[config.mk]
export PLATFORM = sky130hd
export DESIGN_NAME = uart_tx_periph
export DESIGN_NICKNAME = d
export VERILOG_FILES = /design/src/rtl/uart_tx_periph.sv
export SDC_FILE = /design/constraint.sdc
export NUM_CORES = 1
export LEC_CHECK = 0
export CAP_MARGIN = 20
export CORE_MARGIN = 2
export CORE_UTILIZATION = 52
export DETAILED_ROUTE_END_ITERATION = 8
export GPL_ROUTABILITY_DRIVEN = 0
export PLACE_DENSITY = 0.81
export SYNTH_ARGS = -nofsm -noshare
export SYNTH_HDL_FRONTEND = slang
export SYNTH_SLANG_ARGS = --single-unit
[constraint.sdc]
create_clock -name clk -period 3.95 [get_ports clk]
set_clock_uncertainty 0.15 [all_clocks]
set_input_delay 0.5925 -clock clk [delete_from_list [all_inputs] [get_ports clk]]
set_output_delay 0.5925 -clock clk [all_outputs]
set_load 0.02 [all_outputs]
[src/rtl/uart_tx_periph.sv]
// uart_tx_periph: memory-mapped UART transmitter for bridge peripheral slot 3.
// Buffers bytes written to DATA in a DEPTH-entry FIFO and serialises them on txd
// (start bit, 8 data bits LSB first, optional even parity, stop bit).
// Register map on addr[3:2]: 0 DATA, 1 STATUS, 2 CTRL, 3 DIVISOR.
// Ports:
//   clk      system clock
//   RESET_N  asynchronous active-low reset
//   byteen   slot byte enables, nonzero marks a write cycle
//   addr     bridge address (addr[3:2] decoded)
//   wdata    bridge write data
//   rdata    combinational read data for the selected register
//   IRQ      registered level interrupt (drained and idle)
//   txd      registered serial output, idle high
// Build option: define UART_TX_PARITY_EN to implement CTRL[2] par_en and the parity bit.
module uart_tx_periph #(
    parameter int unsigned DEPTH     = 4,
    parameter logic [15:0] DIV_RESET = 16'd16
) (
    input  logic        clk,
    input  logic        RESET_N,
    input  logic [3:0]  byteen,
    input  logic [31:0] addr,
    input  logic [31:0] wdata,
    output logic [31:0] rdata,
    output logic        IRQ,
    output logic        txd
);

    localparam int unsigned PW = (DEPTH > 1) ? $clog2(DEPTH) : 1;
    localparam int unsigned CW = PW + 1;

    typedef enum logic [2:0] {
        S_IDLE   = 3'd0,
        S_START  = 3'd1,
        S_DATA   = 3'd2,
`ifdef UART_TX_PARITY_EN
        S_PARITY = 3'd3,
`endif
        S_STOP   = 3'd4
    } state_e;

    state_e         state_q, state_d;
    logic [15:0]    cnt_q, cnt_d;
    logic [2:0]     bit_q, bit_d;
    logic [7:0]     shreg_q, shreg_d;
    logic           txd_q, txd_d;
    logic           irq_q, irq_d;
    logic [7:0]     mem_q [DEPTH];
    logic [7:0]     mem_d [DEPTH];
    logic [PW-1:0]  wr_ptr_q, wr_ptr_d, rd_ptr_q, rd_ptr_d;
    logic [CW-1:0]  count_q, count_d;
    logic           ovf_q, ovf_d;
    logic [2:0]     ctrl_q, ctrl_d;
    logic [15:0]    div_q, div_d;

    logic           wr_en, push_req, push, pop, empty, full, busy, tx_en, bit_end;
    logic [1:0]     sel;
    logic [15:0]    reload;
    logic           unused_bits;

    assign unused_bits = ^{addr[31:4], addr[1:0], wdata[31:16]};

    assign sel      = addr[3:2];
    assign wr_en    = |byteen;
    assign empty    = (count_q == '0);
    assign full     = (count_q == CW'(DEPTH));
    assign busy     = (state_q != S_IDLE);
    assign tx_en    = ctrl_q[0];
    assign push_req = wr_en && (sel == 2'd0) && byteen[0];
    assign push     = push_req && !full;
    assign bit_end  = (cnt_q == 16'd0);
    // A divisor of zero behaves as one cycle per bit.
    assign reload   = (div_q == 16'd0) ? 16'd0 : div_q - 16'd1;

    // Transmit sequencer: each bit held until the down-counter expires.
    always_comb begin
        state_d = state_q;
        cnt_d   = cnt_q;
        bit_d   = bit_q;
        shreg_d = shreg_q;
        txd_d   = txd_q;
        pop     = 1'b0;
        if (state_q != S_IDLE && !bit_end) begin
            cnt_d = cnt_q - 16'd1;
        end
        case (state_q)
            S_IDLE: begin
                txd_d = 1'b1;
                if (tx_en && !empty) begin
                    state_d = S_START;
                    pop     = 1'b1;
                    shreg_d = mem_q[rd_ptr_q];
                    cnt_d   = reload;
                    txd_d   = 1'b0;
                end
            end
            S_START: begin
                if (bit_end) begin
                    state_d = S_DATA;
                    bit_d   = 3'd0;
                    cnt_d   = reload;
                    txd_d   = shreg_q[0];
                end
            end
            S_DATA: begin
                if (bit_end) begin
                    cnt_d = reload;
                    if (bit_q == 3'd7) begin
`ifdef UART_TX_PARITY_EN
                        if (ctrl_q[2]) begin
                            state_d = S_PARITY;
                            txd_d   = ^shreg_q;
                        end else begin
                            state_d = S_STOP;
                            txd_d   = 1'b1;
                        end
`else
                        state_d = S_STOP;
                        txd_d   = 1'b1;
`endif
                    end else begin
                        bit_d = bit_q + 3'd1;
                        txd_d = shreg_q[3'(bit_q + 3'd1)];
                    end
                end
            end
`ifdef UART_TX_PARITY_EN
            S_PARITY: begin
                if (bit_end) begin
                    state_d = S_STOP;
                    cnt_d   = reload;
                    txd_d   = 1'b1;
                end
            end
`endif
            S_STOP: begin
                if (bit_end) begin
                    cnt_d = reload;
                    if (tx_en && !empty) begin
                        state_d = S_START;
                        pop     = 1'b1;
                        shreg_d = mem_q[rd_ptr_q];
                        txd_d   = 1'b0;
                    end else begin
                        state_d = S_IDLE;
                        txd_d   = 1'b1;
                    end
                end
            end
            default: begin
                state_d = S_IDLE;
                txd_d   = 1'b1;
            end
        endcase
    end

    // FIFO bookkeeping and register writes.
    always_comb begin
        mem_d    = mem_q;
        wr_ptr_d = wr_ptr_q;
        rd_ptr_d = rd_ptr_q;
        count_d  = count_q;
        ovf_d    = ovf_q;
        ctrl_d   = ctrl_q;
        div_d    = div_q;
        irq_d    = ctrl_q[1] && tx_en && empty && !busy;
        if (push) begin
            mem_d[wr_ptr_q] = wdata[7:0];
            wr_ptr_d        = wr_ptr_q + PW'(1);
        end
        if (pop) begin
            rd_ptr_d = rd_ptr_q + PW'(1);
        end
        case ({push, pop})
            2'b10:   count_d = count_q + CW'(1);
            2'b01:   count_d = count_q - CW'(1);
            default: count_d = count_q;
        endcase
        if (push_req && full) begin
            ovf_d = 1'b1;
        end else if (wr_en && sel == 2'd1) begin
            ovf_d = 1'b0;
        end
        if (wr_en && sel == 2'd2 && byteen[0]) begin
`ifdef UART_TX_PARITY_EN
            ctrl_d = wdata[2:0];
`else
            ctrl_d = {1'b0, wdata[1:0]};
`endif
        end
        if (wr_en && sel == 2'd3) begin
            if (byteen[0]) div_d[7:0]  = wdata[7:0];
            if (byteen[1]) div_d[15:8] = wdata[15:8];
        end
    end

    always_ff @(posedge clk or negedge RESET_N) begin
        if (!RESET_N) begin
            state_q  <= S_IDLE;
            cnt_q    <= '0;
            bit_q    <= '0;
            shreg_q  <= '0;
            txd_q    <= 1'b1;
            irq_q    <= 1'b0;
            mem_q    <= '{default: '0};
            wr_ptr_q <= '0;
            rd_ptr_q <= '0;
            count_q  <= '0;
            ovf_q    <= 1'b0;
            ctrl_q   <= '0;
            div_q    <= DIV_RESET;
        end else begin
            state_q  <= state_d;
            cnt_q    <= cnt_d;
            bit_q    <= bit_d;
            shreg_q  <= shreg_d;
            txd_q    <= txd_d;
            irq_q    <= irq_d;
            mem_q    <= mem_d;
            wr_ptr_q <= wr_ptr_d;
            rd_ptr_q <= rd_ptr_d;
            count_q  <= count_d;
            ovf_q    <= ovf_d;
            ctrl_q   <= ctrl_d;
            div_q    <= div_d;
        end
    end

    // Side-effect-free register read.
    always_comb begin
        case (sel)
            2'd1:    rdata = {24'b0, 4'(count_q), ovf_q, empty, full, busy};
            2'd2:    rdata = {29'b0, ctrl_q};
            2'd3:    rdata = {16'b0, div_q};
            default: rdata = 32'b0;
        endcase
    end

    assign txd = txd_q;
    assign IRQ = irq_q;

endmodule
==> results.cfg <==
[run_status]
status = completed

[finish]
diodes = 0
fillerInstances = 739
nets = 568
drive_gt1_frac = 0.2301
syn_to_final_growth_pct = 13.34

[floorplanning]
die_area_sq_um = 10670
rows = 36
initial_core_util = 0.5296
core_sq_um = 9684
die_x_microns = 103.3
die_h_microns = 103.3
num_io_pins = 104

[timing]
hold_ws_ns = 0.1906
finalSetupViolCount = 0
rsz0062_at_grt = no
period_share = 0.8155
tns_ns = 0
max_freq_mhz = 310.4
worst_pin_slew_ns = 1.020
slew_violations = 0
slew_headroom = 0.3145
min_period_ns = 3.221
hold_viol = 0

[setup_path]
crit_family = buffers and inverters
start_kind = input pin
required_ns = 3.21
worstReg2RegStart = cnt_q[0]
startpoint = addr[2]
cp_cell_sequence = clkdlybuf4s50_1 > nor2_1 > a22o_1 > clkdlybuf4s50_1
r2r_end = count_q[2]
path_buf_inv = 2
cp_max_fo = 21
max_stage_delay_ns = 0.88
crit_type = input pin to primary output
reg2regPathDepth = 11
end_kind = primary output
cp.arrival_ns = 2.48
crit_path_frequent_cell = clkdlybuf4s50_1
cpMaxStageDelayCell = clkdlybuf4s50_1
rrSetupSlack_ns = 0.73

[clock_tree]
cts_buffer_depth = 2
clock_latency_ns = 0.36
cts_sinks = 90
cts_root_buf = clkbuf_8
path_clk_slew_ns = 0.09
postCtsHoldBufs = 0
cts.repair.resized = 0
cts_tree = yes
post_cts_buffers = 0
htreeDepth = 3
numCtsBuffers = 9

[global_route]
grt_pass1_vias = 3448
grt_pass1_wl_microns = 17310
grtUsageTotal = 0.2128
grt_max_degree = 73
grt-ovfl-total = 0
antenna_found_initial = 0

[placement]
post-dp-hpwl_microns = 7459
port_buffers = 41

[synth]
synth_most_common_cell = dfrtp_1
netlist_instances = 445
synth_common_cells = 88 x dfrtp_1, 58 x mux2_2, 25 x mux2i_1, 25 x nand2_1, 23 x nor2_1
synthTopCellsByArea = dfrtp_1 43%, mux2_2 13%, mux2i_1 4.9%, mux4_2 4.4%, ha_1 2.7%
yosysWarnings = 0
syn_area_per_cell_sq_um = 11.53
yosysTopAreaCell = dfrtp_1
yosys_register_bits = 90
synth_cell_types = 54
syn_area_sq_um = 5129
synth_edf_count = 0
ys.flop_type = dfrtp_1
synth_top_area_frac = 0.4294
synth-seq-area-share = 0.4396
async_reset_ff_frac = 1.000

[drt]
viasPerCell = 5.623
drt_iter0_drc = 159
wl_per_cell_microns = 16.66
drc = 0
wirelength_microns = 10390
antenna_left = 0
num_vias = 3509
firstDrtPassIters = 4

[worst_hold_path]
hold_class = input pin to async pin

[power]
ir_drop_v = 0.0003687
p_per_area_nw_per_um2 = 588.4
cellLeakagePower_nw = 2.436

[run]
max_cap_violations = 0
==> worst max-delay path by stage <==
| stage | end | slack, ns | depth (start not counted) |
|---|---|---|---|
| floorplan | count_q[2] | 0.98 | 12 |
| global placement | count_q[2] | 0.74 | 9 |
| detailed placement | count_q[2] | 0.71 | 9 |
| CTS | count_q[2] | 0.73 | 11 |
| global route | count_q[2] | 0.55 | 11 |
| finish | rdata[1] | 0.73 | 4 |
==> area by class of cell <==
type,count,area (sq um),area share
timing repair buffer,44,430.4,0.07404
clock buffer,11,141.4,0.02432
multi-input combinational,327,2708,0.4658
inverter,14,52.55,0.009040
tap,133,166.4,0.02863
clock inverter,5,60.06,0.01033
sequential,90,2255,0.3879
==> layout by cell type, fill, tap and decap left out, types with 6 or more instances in the layout <==
| master | instances |
|---|---|
| dfrtp_1 | 88 |
| mux2_2 | 58 |
| clkdlybuf4s50_1 | 40 |
| nand2_1 | 25 |
| mux2i_1 | 25 |
| nor2_1 | 23 |
| nor3_1 | 16 |
| conb_1 | 16 |
| xnor2_1 | 15 |
| inv_1 | 14 |
| nand3_1 | 14 |
| o21ai_0 | 13 |
| and3_1 | 11 |
| a21oi_1 | 11 |
| ha_1 | 11 |
| mux4_2 | 10 |
| clkbuf_8 | 10 |
| nor4_1 | 9 |
| xor2_1 | 9 |
| mux2_4 | 7 |
| nand2_2 | 6 |
==> kinds of logic (layout without fill, tap and decap cells) <==
family,after synthesis,after routing,synth area share
simple gates,136,136,0.1525
mux,100,100,0.2405
flops,90,90,0.4396
buf+inv,43,74,0.04587
compound gates,38,38,0.04586
xor+xnor,25,25,0.04416
fa+ha+maj,12,12,0.03074
other cells,1,16,0.0007312
==> report_power, final <==
group	switching, W	internal [W]
registers	0.000358	0.00126
logic	0.000513	0.000650
clock network	0.000330	0.000313
==> worst reg2reg max path: stages (launching register included) <==
cell and delay (ns):
dfrtp_1 0.40, inv_1 0.15, ha_1 0.25, nor4b_4 0.31, nand4_2 0.26, a2111oi_4 0.52, ha_1 0.26, inv_1 0.06
fa_1 0.37, xor2_1 0.15, nor2_1 0.11, xor2_1 0.16
==> layer usage <==
metal	GRT usage	vias up	wire length, microns
li1	-	1668	-
met1	0.2987	1740	4910
met2	0.3347	88	4954
met3	0.03831	13	355
met4	0.07692	0	174
met5	0	-	0
==> flip-flops by register name, summed over array words and instances (netlist names) <==
| signal | cells |
|---|---|
| txd | 1 |
| wr_ptr_q | 2 |
| rd_ptr_q | 2 |
| bit_q | 3 |
| IRQ | 1 |
| shreg_q | 8 |
| ctrl_q | 2 |
| div_q | 16 |
| count_q | 3 |
| ovf_q | 1 |
| state_q | 3 |
| mem_q | 32 |
| cnt_q | 16 |
==> metrics by stage <==
step	instance area (sq um)	setup slack (ns)	cells	utilization	power (W)
6_report	5813	0.7287	624	0.6003	0.003421
4_1_cts	5813	0.7268	624	0.6003	0.003428
3_5_place_dp	5612	0.7077	608	0.5795	0.002779
3_3_place_gp	5612	0.7407	608	0.5795	0.002707
2_1_floorplan	5185	0.9843	460	-	0.002443
5_1_grt	5813	0.5479	624	0.6003	0.003629
No activity file was read; power rests on OpenSTA's default activity.
